==> src/rtl/gf_arb_pkg.sv <==
// Shared constants and state encoding for the GF(2^163) multiplier arbiter.
package gf_arb_pkg;

    localparam int GF_WIDTH = 163;
    localparam int NREQ_MAX = 4;

    typedef enum logic [1:0] {
        ARB_IDLE = 2'd0,
        ARB_BUSY = 2'd1,
        ARB_DONE = 2'd2
    } arb_state_e;

endpackage

==> src/rtl/gf_arb_pick.sv <==
// Combinational winner picker: round-robin from ptr+1, or fixed lowest-index when GF_ARB_FIXED_PRIO_EN.
// Latency: zero cycles, purely combinational.
// Backpressure: none; the caller only consumes the result while idle.
module gf_arb_pick #(
    parameter int NREQ = 2,
    parameter int IW   = $clog2(NREQ)
) (
    input  logic [NREQ-1:0] req,
    input  logic [IW-1:0]   ptr,
    output logic            any,
    output logic [NREQ-1:0] gnt,
    output logic [IW-1:0]   idx
);

`ifdef GF_ARB_FIXED_PRIO_EN
    logic unused_ptr;
    assign unused_ptr = ^ptr;

    always_comb begin
        any = 1'b0;
        idx = '0;
        gnt = '0;
        for (int k = 0; k < NREQ; k++) begin
            if (!any && req[k]) begin
                any = 1'b1;
                idx = IW'(k);
            end
        end
        if (any) gnt[idx] = 1'b1;
    end
`else
    // The search starts one past the last winner, so the last winner is checked last.
    always_comb begin
        any = 1'b0;
        idx = '0;
        gnt = '0;
        for (int k = 1; k <= NREQ; k++) begin
            if (!any && req[(int'(ptr) + k) % NREQ]) begin
                any = 1'b1;
                idx = IW'((int'(ptr) + k) % NREQ);
            end
        end
        if (any) gnt[idx] = 1'b1;
    end
`endif

endmodule

==> src/rtl/gf_mult_arbiter.sv <==
// Shares one GF(2^163) multiplier among NREQ requesters; GF_ARB_FIXED_PRIO_EN selects fixed priority over round-robin.
// Latency: grant+operand register 1 cycle, result+req_done 1 cycle after m_done (2 cycles over the multiplier).
// Backpressure: requesters hold req_start until req_done; m_start is held until m_done is sampled.
module gf_mult_arbiter
    import gf_arb_pkg::*;
#(
    parameter int WIDTH = GF_WIDTH,
    parameter int NREQ  = 2
) (
    input  logic                      clk,
    input  logic                      rst_n,
    input  logic [NREQ-1:0]           req_start,
    input  logic [NREQ*WIDTH-1:0]     req_a,
    input  logic [NREQ*WIDTH-1:0]     req_b,
    output logic [NREQ-1:0]           req_done,
    output logic [WIDTH-1:0]          req_result,
    output logic                      m_start,
    output logic [WIDTH-1:0]          m_a,
    output logic [WIDTH-1:0]          m_b,
    input  logic                      m_done,
    input  logic [WIDTH-1:0]          m_result,
    output logic                      busy,
    output logic [$clog2(NREQ)-1:0]   grant_id
);

    localparam int IW = $clog2(NREQ);

    localparam logic [1:0] ST_IDLE = 2'(ARB_IDLE);
    localparam logic [1:0] ST_BUSY = 2'(ARB_BUSY);
    localparam logic [1:0] ST_DONE = 2'(ARB_DONE);

    logic [1:0]       state;
    logic [IW-1:0]    rr_ptr;
    logic             pick_any;
    logic [NREQ-1:0]  pick_gnt;
    logic [IW-1:0]    pick_idx;
    logic [WIDTH-1:0] sel_a;
    logic [WIDTH-1:0] sel_b;

`ifdef GF_ARB_FIXED_PRIO_EN
    assign rr_ptr = '0;
`else
    // Reset value NREQ-1 makes requester 0 the first one searched.
    always_ff @(posedge clk or negedge rst_n) begin
        if (!rst_n) begin
            rr_ptr <= IW'(NREQ - 1);
        end else if (state == ST_IDLE && pick_any) begin
            rr_ptr <= pick_idx;
        end
    end
`endif

    gf_arb_pick #(.NREQ(NREQ), .IW(IW)) u_pick (
        .req (req_start),
        .ptr (rr_ptr),
        .any (pick_any),
        .gnt (pick_gnt),
        .idx (pick_idx)
    );

    always_comb begin
        sel_a = '0;
        sel_b = '0;
        for (int i = 0; i < NREQ; i++) begin
            if (pick_gnt[i]) begin
                sel_a = sel_a | req_a[i*WIDTH +: WIDTH];
                sel_b = sel_b | req_b[i*WIDTH +: WIDTH];
            end
        end
    end

    always_ff @(posedge clk or negedge rst_n) begin
        if (!rst_n) begin
            state      <= ST_IDLE;
            m_start    <= 1'b0;
            busy       <= 1'b0;
            req_done   <= '0;
            m_a        <= '0;
            m_b        <= '0;
            req_result <= '0;
            grant_id   <= '0;
        end else begin
            req_done <= '0;
            case (state)
                ST_IDLE: begin
                    if (pick_any) begin
                        grant_id <= pick_idx;
                        m_a      <= sel_a;
                        m_b      <= sel_b;
                        m_start  <= 1'b1;
                        busy     <= 1'b1;
                        state    <= ST_BUSY;
                    end
                end
                ST_BUSY: begin
                    if (m_done) begin
                        req_result         <= m_result;
                        m_start            <= 1'b0;
                        req_done[grant_id] <= 1'b1;
                        state              <= ST_DONE;
                    end
                end
                ST_DONE: begin
                    // No arbitration here: the served requester is still dropping its start.
                    busy  <= 1'b0;
                    state <= ST_IDLE;
                end
                default: begin
                    m_start <= 1'b0;
                    busy    <= 1'b0;
                    state   <= ST_IDLE;
                end
            endcase
        end
    end

endmodule

==> config.mk <==
export PLATFORM = sky130hd
export DESIGN_NAME = gf_mult_arbiter
export DESIGN_NICKNAME = d
export VERILOG_FILES = /design/src/rtl/gf_arb_pkg.sv /design/src/rtl/gf_arb_pick.sv /design/src/rtl/gf_mult_arbiter.sv
export SDC_FILE = /design/constraint.sdc
export NUM_CORES = 1
export LEC_CHECK = 0
export CAP_MARGIN = 10
export CORE_AREA = 3 3 504 506
export DETAILED_ROUTE_END_ITERATION = 8
export DIE_AREA = 0 0 507 509
export GPL_ROUTABILITY_DRIVEN = 0
export PLACE_DENSITY = 0.34
export SETUP_SLACK_MARGIN = 0.02
export SLEW_MARGIN = 5
export SYNTH_ARGS = -nofsm -noshare
export SYNTH_HDL_FRONTEND = slang
export SYNTH_SLANG_ARGS = --single-unit
==> constraint.sdc <==
create_clock -name clk -period 1.8 [get_ports clk]
set_input_delay 0.18 -clock clk [delete_from_list [all_inputs] [get_ports clk]]
set_output_delay 0.18 -clock clk [all_outputs]
set_load 0.03 [all_outputs]
==> results_dict.tcl, run 1 <==
set metrics [dict create \
    rr_worst_depth 5 \
    clock_latency_ns 0.70 \
    clock_skew_ns 0.0227 \
    ys_seq_area_share_pct 57.5 \
    vias_per_cell 3.56 \
    syn_nets 2716 \
    drive_gt1_share_pct 18.1 \
    wire_per_inst_um 29.0 \
    cts_root_buf "clkbuf_16" \
    synthFlopType "dfrtp_1" \
    status "finished clean" \
    cts_tree "done" \
    yosys.area_share.simple_pct 0.243 \
    dp_cells 6529 \
    ios 1314 \
    finalSetupViolations 0 \
    slew_viol_final 0 \
    ys_types 24 \
    rrSetupSlack_ns 0.05 \
    cts.path.max_buffers 3 \
    multiInputGateArea_um2 8260 \
    grt_max_degree 95 \
    cap_violations 0 \
    initial_core_util_pct 8.64 \
    p_per_area_nw_per_um2 1840 \
    end_kind "flop" \
    worstReg2RegStart "rr_ptr" \
    final_cells 6784 \
    p_leak_nw 16.8 \
    grt_pass1_vias 25000 \
    async_flop_share_pct 100 \
    path_max_fanout 31 \
    cp.required_ns 2.39 \
    max_slew.worst_pin.slew_ns 0.586 \
    layout_common_cells "clkdlybuf4s50_1, a21oi_1, dfrtp_1" \
    finalCritPeriodShare_pct 97.3 \
    final_util_pct 17.6 \
    ys.warnings.count 0 \
    antenna_found_initial 146 \
    synth.avg_cell_area_um2 11.4 \
    clk_pin_slew_ns 0.06 \
    worst_ir_drop_vdd_mv 0.836 \
    grt_first_pass_wirelength_um 246000 \
    yosysTopAreaCellShare_pct 57.3 \
    ys_ff_latch 497 \
    drc 0 \
    cts.sinks 497 \
    synth-edff-count 0 \
    rows 184 \
    fin_crit_ns 1.75 \
    post-dp-hpwl_um 156000 \
    syn_area_um2 21600 \
    vias 24200 \
    synth-compound-area-share_pct 28.7 \
    chipWidth_um 507 \
    startpoint_type "flop" \
    syn_to_final_growth_pct 104 \
    numPortBuffers 1313 \
    ctsHtreeMaxLevel 3 \
    syn_inst 1896 \
    worst_slack_ns 0.0489 \
    cts_buffers 71 \
    fin_nets 4165 \
    drt_wl_total_um 197000 \
    seqCellArea_um2 12400 \
    ant_nets 0 \
    grt_setup_unrepaired "yes" \
    arrival_ns 2.35 \
    final_common_cell "clkdlybuf4s50_1" \
    coreArea_um2 250000 \
    crit_type "flop to flop" \
    synth_mux_area_share_pct 8.48 \
    synth_top_area_cell "dfrtp_1" \
    max_freq_mhz 571 \
    synth_xor_xnor_area_share_pct 0 \
    grtUsageTotal_pct 14.1 \
    hold_class "input port to asynchronous set/reset pin" \
    fp.dieH_um 509 \
    dieArea_um2 258000 \
    synthAdderAreaFrac_pct 0 \
    worstReg2RegEnd "m_b[20]" \
    dp_slack_ns -0.231 \
    finalHoldViolCount 0 \
    synth_top_family_by_area "compound AO/OA/AOI/OAI gates" \
    synthTopCellsByArea "dfrtp_1, a21oi_1, a32oi_1" \
    grt_overflow 0 \
    relSlewSlack_pct 60.9 \
    fill_cells 28000 \
    first_pass_iters 7 \
    initialDrtViolationCount 1379 \
]
[where the power goes]
group / leakage [nW] / switching [mW] / total, mW / internal, mW
Combinational: 9.87 / 28.8 / 45.6 / 16.8
Sequential: 5.74 / 3.75 / 20.8 / 17.0
Clock: 1.20 / 6.13 / 15.1 / 8.93
Total: 16.8 / 38.7 / 81.4 / 42.7
[final cells by class]
| cell class | instances | share of cell area [%] |
|---|---|---|
| Multi-Input combinational cell | 1159 | 18.7 |
| Sequential cell | 497 | 28.2 |
| Inverter | 4 | 0.0935 |
| Antenna cell | 35 | 0.198 |
| Clock buffer | 94 | 4.56 |
| Timing Repair Buffer | 1609 | 37.7 |
| Tap cell | 3348 | 9.48 |
| Timing Repair inverter | 3 | 0.110 |
| Clock inverter | 35 | 0.952 |
[critical path, cell delays in order, from the launching register on]
cell,delay [ns]
dfstp_2,0.58
nand2b_4,0.22
buf_12,0.20
buf_4,0.20
a32oi_1,0.12
a21oi_1,0.18
[stage by stage]
| step | power, mW | setup TNS [ns] | cell area (µm²) | hold WS, ns |
|---|---|---|---|---|
| finish | 81.4 | 0 | 44200 | 0.0917 |
| global route | 85.8 | -0.171 | 44100 | 0.0478 |
| CTS | 80.6 | -0.0679 | 43100 | 0.000848 |
| detailed placement | 66.2 | -62.61 | 40000 | 0.195 |
| global placement | 66.1 | -59.96 | 40000 | 0.188 |
| floorplan | 41.4 | 0 | 21600 | -0.116 |
[layer usage]
metal	global-route usage [%]	share of wire [%]
met5	0	0.24
met4	4.13	2.6
met3	5.52	9.4
met2	24.3	49
met1	16.1	38
[cell usage after synthesis, types with 3 or more instances]
| cell type | number |
|---|---|
| a21oi_1 | 643 |
| buf_1 | 3 |
| a21oi_2 | 10 |
| mux2_1 | 163 |
| buf_4 | 31 |
| buf_2 | 50 |
| a32oi_1 | 326 |
| inv_1 | 3 |
| dfrtp_1 | 496 |
| buf_6 | 5 |
| clkbuf_1 | 147 |
[registers in the layout, summed over array words and instances (netlist names)]
| name | flops |
|---|---|
| m_a | 163 |
| m_start | 1 |
| rr_ptr | 1 |
| req_result | 163 |
| req_done | 2 |
| busy | 1 |
| state | 2 |
| m_b | 163 |
| grant_id | 1 |
[logic make-up (layout without fill, tap and decap cells)]
kind of cell	after synthesis	after routing
DFF	497	497
muxes	163	163
and+or+nand+nor	10	10
other	0	35
AOI/OAI and AO/OA	986	986
buffers and inverters	240	1745
[what timing repair did]
action,4_1_cts,5_1_grt
buffers inserted,13,8
hold buffers,36,0
setup endpoints to repair,536,407
gates resized for setup,784,81
endpoints found under the hold margin,360,0
pin swaps,1,6
gates cloned,10,26
[worst max-delay path by stage]
stage              from  slack [ns]  cells past startpoint              end
2_1_floorplan  state[1]        0.19                      6    req_result[0]
3_3_place_gp     m_done       -0.22                      6   req_result[67]
3_5_place_dp     m_done       -0.23                      6  req_result[137]
4_1_cts         m_a[79]       -0.05                      1          m_a[79]
5_1_grt        state[1]       -0.02                      8          m_a[77]
6_report         rr_ptr        0.05                      5          m_b[20]
No activity file was read; power rests on OpenSTA's default activity.
==> run 2, diff against run 1 <==
- ABC_AREA: unset -> 1
- CORE_AREA: 3 3 504 506 -> 4 4 507 509
- DIE_AREA: 0 0 507 509 -> 0 0 511 513
- PLACE_DENSITY: 0.34 -> 0.35
==> run 2 against run 1 <==
  * The flow now finishes with violations (setup timing)
  * Sequential cell count did not move
  * Power is 1.9% lower
  * Via count grew 22%
  * Non-clock buffer count up 159
  * Area after synthesis increased by 9.5%
  * Sequential share of layout area shrank 3.6 points
  * Final cell count rose by 22%
  * Die area up 1.6%
  * Clock power grew 3%
  * Largest cell class unchanged
  * Synthesized cell count increased by 70%
==> results_dict.tcl, run 2 <==
set metrics [dict create \
    cp.required_ns 2.42 \
    p_clk_share_pct 19.5 \
    hold_end "m_b[76]" \
    ios 1314 \
    grt_setup_unrepaired "yes" \
    ys.warnings.count 0 \
    rrSetupSlack_ns -0.07 \
    initialDrtViolationCount 2122 \
    dieArea_um2 262000 \
    crit_slowest_cell "dfstp_2" \
    numPortBuffers 1313 \
    cp_cell_sequence "buf_12 -> nand2_8 -> nand2_8 -> buf_16 -> buf_12 -> clkbuf_16 -> nand3_2 -> nand2_2 -> nand2_1 -> nand2_1" \
    worstReg2RegStart "rr_ptr" \
    p_leak_nw 23.9 \
    cts.sinks 497 \
    initial_core_util_pct 9.37 \
    finalCritPeriodShare_pct 104 \
    synth_top_area_cell "dfrtp_1" \
    cts.path.max_buffers 3 \
    path_max_fanout 8 \
    pwr-share-seq_pct 25.3 \
    drc 0 \
    finalHoldViolCount 0 \
    grt_max_degree 91 \
    p_int_mw 40.7 \
    syn_area_um2 23700 \
    yosysTopAreaCellShare_pct 52.4 \
    ys_seq_area_share_pct 52.5 \
    chipWidth_um 511 \
    cts_root_buf "clkbuf_16" \
    cp_top_family "buffers and inverters" \
    p_comb_share_pct 55.2 \
    crit_type "flop to flop" \
    ant_nets 0 \
    critPathLaunch "rr_ptr" \
    synth-edff-count 0 \
    max_slew.worst_pin.slew_ns 0.672 \
    final_common_cell "nand2_1" \
    worstReg2RegEnd "m_a[124]" \
    cp_slowest_stage_delay_ns 0.54 \
    status "finished with violations" \
    clock_latency_ns 0.71 \
    grtUsageTotal_pct 15.4 \
    p_per_area_nw_per_um2 1570 \
    syn_to_final_growth_pct 114 \
    post-dp-hpwl_um 168000 \
    startpoint_type "flop" \
    rows 185 \
    end_kind "flop" \
    crit_buf_inv 4 \
    cap_violations 0 \
    clk_pin_slew_ns 0.06 \
    layout_common_cells "nand2_1, clkdlybuf4s50_1, dfrtp_1" \
    power_switching_mw 39.1 \
    max_freq_mhz 534 \
    syn_inst 3222 \
    wire_per_inst_um 25.9 \
    drt_wl_total_um 214000 \
    hold-worst-slack_ns 0.128 \
    clock_skew_ns 0.0688 \
    hold_class "input port to flop" \
    rr_worst_depth 10 \
    power_mw 79.9 \
    coreArea_um2 253000 \
    vias 29500 \
    grt_overflow 0 \
    fp.dieH_um 513 \
    synthTopCellsByCount "nand2_1, nand3_1, dfrtp_1" \
    fin_nets 5634 \
    ys_ff_latch 497 \
    holdCritStartpoint "req_b[239]" \
    worst_slack_ns -0.0725 \
    ys_types 16 \
    slew_viol_final 0 \
    worst_ir_drop_vdd_mv 0.740 \
    cts_buffers 73 \
    synth.avg_cell_area_um2 7.35 \
    cts_tree "done" \
    vias_per_cell 3.57 \
    reg.largest.list "m_a x163, m_b x163, req_result x163" \
    hold_depth 5 \
    synth_most_common_cell "nand2_1" \
    swShare_pct 49.0 \
    drive_gt1_share_pct 22.3 \
    violations "setup timing" \
    cp_num_cells 10 \
    antenna_found_initial 91 \
    fin_crit_ns 1.87 \
    arrival_ns 2.50 \
    grt_first_pass_wirelength_um 278000 \
    first_pass_iters 5 \
    synthTopCellsByArea "dfrtp_1, nand2_1, nand3_1" \
    async_flop_share_pct 100 \
    finalSetupViolations 109 \
    relSlewSlack_pct 55.2 \
    ctsHtreeMaxLevel 3 \
    synthFlopType "dfrtp_1" \
    grt_pass1_vias 30100 \
    syn_nets 4042 \
]
run 2: cell types whose count changed after synthesis, moves of 16 or more:
cell / previous run / this run
a32oi_1: 326 / 0
buf_1: 3 / 19
clkbuf_1: 147 / 86
buf_2: 50 / 143
nand2_1: 2 / 1805
a21oi_1: 643 / 0
nand3_1: 0 / 652
buf_4: 31 / 4
mux2_1: 163 / 0
run 2: timing repair:
item / CTS / global route
hold buffers: 158 / 0
setup endpoints to repair: 635 / 342
resized for setup: 950 / 463
pin swaps: 62 / 194
gates cloned: 36 / 22
endpoints found under the hold margin: 652 / 0
setup buffers: 29 / 19
run 2: worst max-delay path by stage:
stage | end | slack [ns]
after detailed placement | m_b[1] | -0.31
after CTS | m_b[1] | -0.18
final | m_a[124] | -0.07
after global placement | m_a[7] | -0.34
after floorplan | m_b[84] | 0.36
after global routing | m_a[119] | -0.16
run 2: metrics by stage:
step           setup TNS (ns)  instances  util (%)  setup slack, ns  instance area (µm²)
2_1_floorplan               0       3222         -            0.358                23700
3_3_place_gp           -35.01       7866      16.7           -0.341                42200
3_5_place_dp           -35.80       7866      16.7           -0.307                42200
4_1_cts                -18.15       8218      19.1           -0.176                48300
5_1_grt                -17.43       8249      20.0           -0.157                50700
6_report                -2.80       8258      20.1          -0.0725                50700
run 2: per-layer routing:
layer	part of all wire [%]	global-route usage [%]	wire, µm
met3	11	7.38	24200
met2	44	23.7	93200
met4	2.4	3.51	5190
met5	0.22	0	478
met1	42	19.4	90800
run 2: area by class of cell:
cell class	count	area [µm²]
timing repair buffer	1768	18700
inverter	8	42.5
sequential	497	12500
clock inverter	21	407
tap	3366	4210
clock buffer	110	2140
antenna	22	55.1
fill	28200	202000
multi-input combinational	2466	12700
run 2: power groups by stage:
stage                     clock network (mW)  logic, mW  registers, mW
final                                   15.6       44.1           20.2
after global routing                    16.6       47.0           20.8
after CTS                               16.2       43.4           20.2
after detailed placement                   0       42.5           20.3
after global placement                     0       42.6           20.3
after floorplan                            0       9.60           28.9
run 2: kinds of logic (layout without fill, tap and decap cells):
kind of cell           Yosys count  in the layout  share of synthesized area, %
AND/OR/NAND/NOR               2463           2465                          42.5
other                            0             22                             0
buffers and inverters          261           1907                          4.98
AO/OA/AOI/OAI                    1              1                        0.0211
flip-flops                     497            497                          52.5
run 2: tightest hold or removal path: stages:
cell and delay (ns):
clkdlybuf4s50_1 0.39, nand3_1 0.08, nand2_1 0.05, nand2_1 0.05, nand2_1 0.04
